File: src/rtl/mips_pkg.sv
// Shared definitions for the MIPS-32 pipeline control blocks.
package mips_pkg;

  typedef enum logic [1:0] {
    RUN  = 2'd0,
    HALT = 2'd1,
    STEP = 2'd2
  } state_t;

  localparam int unsigned REG_W   = 5;
  localparam int unsigned DRAIN_W = 2;

  localparam logic [31:0]        NOP_INSTR = 32'h0;
  localparam logic [REG_W-1:0]   REG_ZERO  = 5'd0;
  localparam logic [DRAIN_W-1:0] DRAIN_MAX = 2'd3;

endpackage

File: src/rtl/pipeline_hazard_ctrl_if.sv
// Hazard/run-control bundle between the pipeline datapath and the hazard sequencer.
interface pipeline_hazard_ctrl_if #(
  parameter int unsigned CNT_W = 32
);
  logic [4:0]       ifid_rs;
  logic [4:0]       ifid_rt;
  logic             ifid_uses_rt;
  logic             idex_memread;
  logic [4:0]       idex_rt;
  logic             pcsrc;
  logic             dbg_halt;
  logic             dbg_step;
  logic             pc_we;
  logic             ifid_we;
  logic             ifid_flush;
  logic             idex_bubble;
  logic             exmem_bubble;
  logic             halted;
  logic [CNT_W-1:0] stall_cnt;
  logic [CNT_W-1:0] flush_cnt;

  modport master (
    output ifid_rs, ifid_rt, ifid_uses_rt, idex_memread, idex_rt,
           pcsrc, dbg_halt, dbg_step,
    input  pc_we, ifid_we, ifid_flush, idex_bubble, exmem_bubble,
           halted, stall_cnt, flush_cnt
  );

  modport slave (
    input  ifid_rs, ifid_rt, ifid_uses_rt, idex_memread, idex_rt,
           pcsrc, dbg_halt, dbg_step,
    output pc_we, ifid_we, ifid_flush, idex_bubble, exmem_bubble,
           halted, stall_cnt, flush_cnt
  );
endinterface

File: src/rtl/sat_counter.sv
// Saturating up-counter with synchronous clear.
module sat_counter #(
  parameter int unsigned W = 32
) (
  input  logic         clk,
  input  logic         inc,
  input  logic         clr,
  output logic [W-1:0] count
);

  always_ff @(posedge clk) begin
    if (clr) begin
      count <= '0;
    end else if (inc && (count != {W{1'b1}})) begin
      count <= count + W'(1);
    end
  end

endmodule

File: src/rtl/pipeline_hazard_ctrl.sv
// Load-use stall, taken-branch flush and debug halt/step sequencer for the 5-stage pipeline.
module pipeline_hazard_ctrl
  import mips_pkg::*;
#(
  parameter int unsigned CNT_W        = 32,
  parameter bit          START_HALTED = 1'b0
) (
  input  logic                   clk,
  input  logic                   rst,
  pipeline_hazard_ctrl_if.slave  bus
);

  state_t               state;
  logic [DRAIN_W-1:0]   drain;

  logic load_use_c;
  logic pc_we_c;
  logic ifid_we_c;
  logic ifid_flush_c;
  logic idex_bubble_c;
  logic exmem_bubble_c;
  logic stall_inc_c;
  logic flush_inc_c;

  // Load-use: the load in EX writes a register the IF/ID instruction reads.
  assign load_use_c = bus.idex_memread
                    && (bus.idex_rt != REG_ZERO)
                    && ((bus.idex_rt == bus.ifid_rs)
                        || (bus.ifid_uses_rt && (bus.idex_rt == bus.ifid_rt)));

  // Pipeline-register controls, highest-priority condition first.
  always_comb begin
    pc_we_c        = 1'b1;
    ifid_we_c      = 1'b1;
    ifid_flush_c   = 1'b0;
    idex_bubble_c  = 1'b0;
    exmem_bubble_c = 1'b0;
    stall_inc_c    = 1'b0;
    flush_inc_c    = 1'b0;
    if (rst) begin
      pc_we_c        = 1'b0;
      ifid_we_c      = 1'b0;
      ifid_flush_c   = 1'b1;
      idex_bubble_c  = 1'b1;
      exmem_bubble_c = 1'b1;
    end else if (bus.pcsrc) begin
      ifid_flush_c   = 1'b1;
      idex_bubble_c  = 1'b1;
      exmem_bubble_c = 1'b1;
      flush_inc_c    = 1'b1;
    end else if (load_use_c && (state != HALT)) begin
      pc_we_c       = 1'b0;
      ifid_we_c     = 1'b0;
      idex_bubble_c = 1'b1;
      stall_inc_c   = 1'b1;
    end else if (state == HALT) begin
      pc_we_c       = 1'b0;
      ifid_we_c     = 1'b0;
      idex_bubble_c = 1'b1;
    end
  end

  // Run-control FSM and drain tracker; a taken branch while halted restarts the drain.
  always_ff @(posedge clk) begin
    if (rst) begin
      state <= START_HALTED ? HALT : RUN;
      drain <= '0;
    end else begin
      if ((state != HALT) || bus.pcsrc) begin
        drain <= '0;
      end else if (drain != DRAIN_MAX) begin
        drain <= drain + DRAIN_W'(1);
      end
      case (state)
        RUN: begin
          if (bus.dbg_halt) state <= HALT;
        end
        HALT: begin
          if (!bus.dbg_halt)     state <= RUN;
          else if (bus.dbg_step) state <= STEP;
        end
        STEP: begin
          if (!load_use_c) state <= HALT;
        end
        default: state <= RUN;
      endcase
    end
  end

  sat_counter #(.W(CNT_W)) u_stall_cnt (
    .clk   (clk),
    .inc   (stall_inc_c),
    .clr   (rst),
    .count (bus.stall_cnt)
  );

  sat_counter #(.W(CNT_W)) u_flush_cnt (
    .clk   (clk),
    .inc   (flush_inc_c),
    .clr   (rst),
    .count (bus.flush_cnt)
  );

  assign bus.pc_we        = pc_we_c;
  assign bus.ifid_we      = ifid_we_c;
  assign bus.ifid_flush   = ifid_flush_c;
  assign bus.idex_bubble  = idex_bubble_c;
  assign bus.exmem_bubble = exmem_bubble_c;
  assign bus.halted       = (state == HALT) && (drain == DRAIN_MAX);

endmodule

File: src/flat_wrapper.sv
// flat-port wrapper written by rule: the top's interface ports become plain ports
module pipeline_hazard_ctrl_flat import mips_pkg::*;
#(
  parameter int unsigned CNT_W        = 32,
  parameter bit          START_HALTED = 1'b0
)
  (clk, rst, bus_ifid_rs, bus_ifid_rt, bus_ifid_uses_rt, bus_idex_memread, bus_idex_rt, bus_pcsrc, bus_dbg_halt, bus_dbg_step, bus_pc_we, bus_ifid_we, bus_ifid_flush, bus_idex_bubble, bus_exmem_bubble, bus_halted, bus_stall_cnt, bus_flush_cnt);
  pipeline_hazard_ctrl_if #(.CNT_W(CNT_W)) bus_i ();
  input  logic clk;
  input  logic rst;
  input wire logic [$bits(bus_i.ifid_rs)-1:0] bus_ifid_rs;
  input wire logic [$bits(bus_i.ifid_rt)-1:0] bus_ifid_rt;
  input wire logic [$bits(bus_i.ifid_uses_rt)-1:0] bus_ifid_uses_rt;
  input wire logic [$bits(bus_i.idex_memread)-1:0] bus_idex_memread;
  input wire logic [$bits(bus_i.idex_rt)-1:0] bus_idex_rt;
  input wire logic [$bits(bus_i.pcsrc)-1:0] bus_pcsrc;
  input wire logic [$bits(bus_i.dbg_halt)-1:0] bus_dbg_halt;
  input wire logic [$bits(bus_i.dbg_step)-1:0] bus_dbg_step;
  output wire logic [$bits(bus_i.pc_we)-1:0] bus_pc_we;
  output wire logic [$bits(bus_i.ifid_we)-1:0] bus_ifid_we;
  output wire logic [$bits(bus_i.ifid_flush)-1:0] bus_ifid_flush;
  output wire logic [$bits(bus_i.idex_bubble)-1:0] bus_idex_bubble;
  output wire logic [$bits(bus_i.exmem_bubble)-1:0] bus_exmem_bubble;
  output wire logic [$bits(bus_i.halted)-1:0] bus_halted;
  output wire logic [$bits(bus_i.stall_cnt)-1:0] bus_stall_cnt;
  output wire logic [$bits(bus_i.flush_cnt)-1:0] bus_flush_cnt;
  assign bus_i.ifid_rs = bus_ifid_rs;
  assign bus_i.ifid_rt = bus_ifid_rt;
  assign bus_i.ifid_uses_rt = bus_ifid_uses_rt;
  assign bus_i.idex_memread = bus_idex_memread;
  assign bus_i.idex_rt = bus_idex_rt;
  assign bus_i.pcsrc = bus_pcsrc;
  assign bus_i.dbg_halt = bus_dbg_halt;
  assign bus_i.dbg_step = bus_dbg_step;
  assign bus_pc_we = bus_i.pc_we;
  assign bus_ifid_we = bus_i.ifid_we;
  assign bus_ifid_flush = bus_i.ifid_flush;
  assign bus_idex_bubble = bus_i.idex_bubble;
  assign bus_exmem_bubble = bus_i.exmem_bubble;
  assign bus_halted = bus_i.halted;
  assign bus_stall_cnt = bus_i.stall_cnt;
  assign bus_flush_cnt = bus_i.flush_cnt;
  pipeline_hazard_ctrl #(.CNT_W(CNT_W), .START_HALTED(START_HALTED)) u_core (.clk(clk), .rst(rst), .bus(bus_i));
endmodule
File: config.mk
export PLATFORM = sky130hd
export DESIGN_NAME = pipeline_hazard_ctrl_flat
export DESIGN_NICKNAME = d
export VERILOG_FILES = /design/src/rtl/mips_pkg.sv /design/src/rtl/pipeline_hazard_ctrl_if.sv /design/src/rtl/sat_counter.sv /design/src/rtl/pipeline_hazard_ctrl.sv /design/src/flat_wrapper.sv
export SDC_FILE = /design/constraint.sdc
export NUM_CORES = 1
export LEC_CHECK = 0
export CAP_MARGIN = 5
export CORE_MARGIN = 2
export CORE_UTILIZATION = 40
export DETAILED_ROUTE_END_ITERATION = 7
export PLACE_DENSITY_LB_ADDON = 0.25
export SYNTH_ARGS = -nofsm -noshare
export SYNTH_HDL_FRONTEND = slang
export SYNTH_HIERARCHICAL = 1
export SYNTH_SLANG_ARGS = --single-unit
File: constraint.sdc
create_clock -name clk -period 5 [get_ports clk]
set_input_delay 1 -clock clk [delete_from_list [all_inputs] [get_ports clk]]
set_output_delay 1 -clock clk [all_outputs]
set_load 0.005 [all_outputs]
==> impl_metrics.yaml <==
critical_path:
  cpPeakStageDelay_ns: 0.62
  cp-end-kind: "flip-flop"
  cp_max_fo: 10
  regToRegSetupSlack_ns: 2.01
  path_cells: "clkdlybuf4s50_1, xor2_1, nor4_2, a32oi_1, nor3_1, buf_4, nand4_1, nor4_2, nand4_1, nor4_1, mux2_2"
  crit_path_start_kind: "primary input"
  crit_type: "in2reg"
  r2r_cells: 6
  cp.required_ns: 5.23
  critPathArrivalTime_ns: 4.34
  worst_path_max_delay_cell: "nor4_2"
  r2r-start: "u_core/u_stall_cnt/count[16]"
  rr_endpoint: "u_core/u_stall_cnt/count[21]"
timing:
  skew_ns: 0.01556
  finalCriticalPeriod_ns: 4.109
  min_period_over_period_pct: 82.19
  worst_pin_slew_ns: 1.042
  setup-tns-final_ns: 0
  timing.fmax_mhz: 243.3
  finalMaxSlewViolations: 0
  relSlewSlack_pct: 29.96
  setup_viol: 0
  rsz0062_at_grt: "false"
  hold_viol: 0
global_routing:
  antenna_found_initial: 0
  gr-usage-all-layers_pct: 19.37
  grt_pass1_vias: 3486
  grt_pass1_wl_um: 15980
  grt_overflow: 0
  grt_max_degree: 71
layout:
  final_common_cell: "clkdlybuf4s50_1"
  fin_nets: 552
  fin_area_sq_um: 4967
  layout_common_cells: "clkdlybuf4s50_1 (90), dfxtp_1 (68), a21oi_1 (44), nor2_1 (33), nand3_1 (26)"
  fill_cells: 851
  final_util_pct: 54.27
  drive_gt1_share_pct: 8.459
  synthToLayoutAreaGrowth_pct: 32.73
  n_antenna_cell: 0
logic_synthesis:
  synth_area_sq_um: 3742
  async_flop_share_pct: 0
  syn_inst: 444
  syn_area_per_cell_sq_um: 8.429
  yosys.area.top_type: "dfxtp_1"
  ys_seq_area_share_pct: 36.38
  synth_edf_count: 0
  ys_seq_elements: 68
  yosysUniqueCellTypes: 46
  syn-num-nets: 469
  synth_area_leaders: "dfxtp_1 (36%), a21oi_1 (5.9%), o31ai_1 (4.8%), or4_1 (4.8%), nand4_1 (3.5%)"
  yosys_warnings: 6
  synth_top_cell_area_share_pct: 36.38
  synth_ff_type: "dfxtp_1"
clock_network:
  cts-root-buf: "clkbuf_8"
  clock-sinks: 68
  htreeDepth: 3
  cts_resized: 0
  clockBufferDepth: 2
  clk_latency_ns: 0.35
  cts_buffers: 9
  clk_pin_slew_worst_paths_ns: 0.08
  hold_buffers: 0
  cts_tree: "done"
  postCtsSetupBuffers: 0
detailed_routing:
  wire_per_inst_um: 15.22
  num_vias: 3816
  drt_wl_total_um: 9784
  drc: 0
  first_iter_violations: 178
  ant_nets: 0
  vias_per_cell: 5.935
  first_pass_iters: 4
run:
  maxCapViolCount: 0
floorplanning:
  ios: 92
  start_util_pct: 40.89
  die-width_um: 100.7
  dieArea_sq_um: 10150
  die_y_um: 100.7
  rows: 35
  core-area_sq_um: 9153
hold_path:
  hold_path_end: "u_core/u_flush_cnt/count[23]"
  hp-class: "reg2reg"
  worstHoldPathCells: 2
  worstHoldStart: "u_core/u_flush_cnt/count[23]"
place:
  dpl_cell_area_sq_um: 4732
  dp_hpwl_um: 6938
  port_buffers: 91
  place.gp.congestion: 0.8099
power_and_ir_drop:
  power_density_nw_per_um2: 229.0
  power_leakage_nw: 1.488
  irDropWorstVdd_mv: 0.1645
  total_power_w: 0.001138
run_status:
  run_status: "finished, final reports clean"
state kept, by name, indices dropped and copies added, names as in the netlist:
signal and flops:
u_core/state 2, u_core/drain 2, u_core/u_flush_cnt/count 32, u_core/u_stall_cnt/count 32
worst max-delay path: cells and delay by family:
family                    cells  cell delay, ns
xor gates and xnor gates      1            0.20
muxes                         1            0.37
and+or+nand+nor               6            1.92
AOI/OAI and AO/OA             1            0.21
buffers and inverters         2            0.64
where the power goes:
group / leakage (nW) / internal, W / switching (W)
clock: 0.112 / 0.000309 / 0.000223
sequential: 0.548 / 0.000543 / 0.00000234
combinational: 0.828 / 0.0000319 / 0.0000286
total: 1.49 / 0.000884 / 0.000254
cell type report:
type	instances	area (sq um)	area share [%]
well taps	111	138.9	2.796
multi-input cells	347	2270	45.69
clock inverters	5	83.83	1.688
clock buffers	11	151.4	3.048
repair buffers	96	943.4	18.99
inverters	5	18.77	0.3778
flip-flops and latches	68	1361	27.41
metal layers:
| metal | track usage [%] | share of wire (%) |
|---|---|---|
| met5 | 0 | 0 |
| met4 | 4.847 | 1.3 |
| met3 | 5.270 | 5.9 |
| met2 | 31.79 | 47 |
| met1 | 25.23 | 46 |
cell usage after synthesis, types with 2 or more instances:
| master | instances |
|---|---|
| a2111oi_0 | 4 |
| a211oi_1 | 2 |
| a21o_1 | 3 |
| a21oi_1 | 44 |
| a31o_2 | 2 |
| a31oi_1 | 2 |
| and2_1 | 2 |
| and3_1 | 6 |
| and3_4 | 2 |
| and4_1 | 8 |
| buf_2 | 6 |
| buf_4 | 2 |
| clkbuf_1 | 16 |
| dfxtp_1 | 68 |
| ha_1 | 3 |
| inv_1 | 5 |
| mux2_1 | 2 |
| mux2_2 | 2 |
| mux2i_1 | 3 |
| nand2_1 | 21 |
| nand2b_1 | 5 |
| nand3_1 | 26 |
| nand3_2 | 2 |
| nand4_1 | 21 |
| nor2_1 | 33 |
| nor2b_1 | 5 |
| nor3_1 | 8 |
| nor3b_1 | 5 |
| nor4_1 | 8 |
| nor4_2 | 3 |
| o21ai_0 | 17 |
| o31ai_1 | 24 |
| o41ai_4 | 2 |
| or2_2 | 3 |
| or3_1 | 20 |
| or3_4 | 2 |
| or3b_1 | 2 |
| or4_1 | 24 |
| xnor2_1 | 13 |
| xor2_1 | 12 |
through the flow:
step	hold WS, ns	std cells	worst slack, ns
after floorplan	0.4793	444	1.345
after global placement	0.4759	627	0.6967
after detailed placement	0.4862	627	0.5849
after CTS	0.4973	643	0.9313
after global routing	0.5346	643	0.7025
final	0.4943	643	0.8907
cell families (layout without fill, tap and decap cells):
group	Yosys count	after routing	synth area share (%)
AOI/OAI and AO/OA	105	105	18.59
xor gates and xnor gates	25	25	5.851
adders and majority gates	3	3	1.003
buffers and inverters	29	117	3.310
DFF	68	68	36.38
muxes	7	7	2.006
and+or+nand+nor	207	207	32.87
worst max-delay path by stage:
| stage | start | end | slack (ns) |
|---|---|---|---|
| floorplan | bus_idex_rt[3] | u_core/u_stall_cnt/count[31] | 1.35 |
| global placement | bus_idex_rt[3] | u_core/u_stall_cnt/count[31] | 0.70 |
| detailed placement | bus_idex_rt[3] | u_core/u_stall_cnt/count[31] | 0.58 |
| CTS | bus_idex_rt[3] | u_core/u_stall_cnt/count[31] | 0.93 |
| global route | bus_idex_rt[3] | u_core/u_stall_cnt/count[31] | 0.70 |
| finish | bus_idex_rt[3] | u_core/u_stall_cnt/count[31] | 0.89 |
No activity file was read; power rests on OpenSTA's default activity.
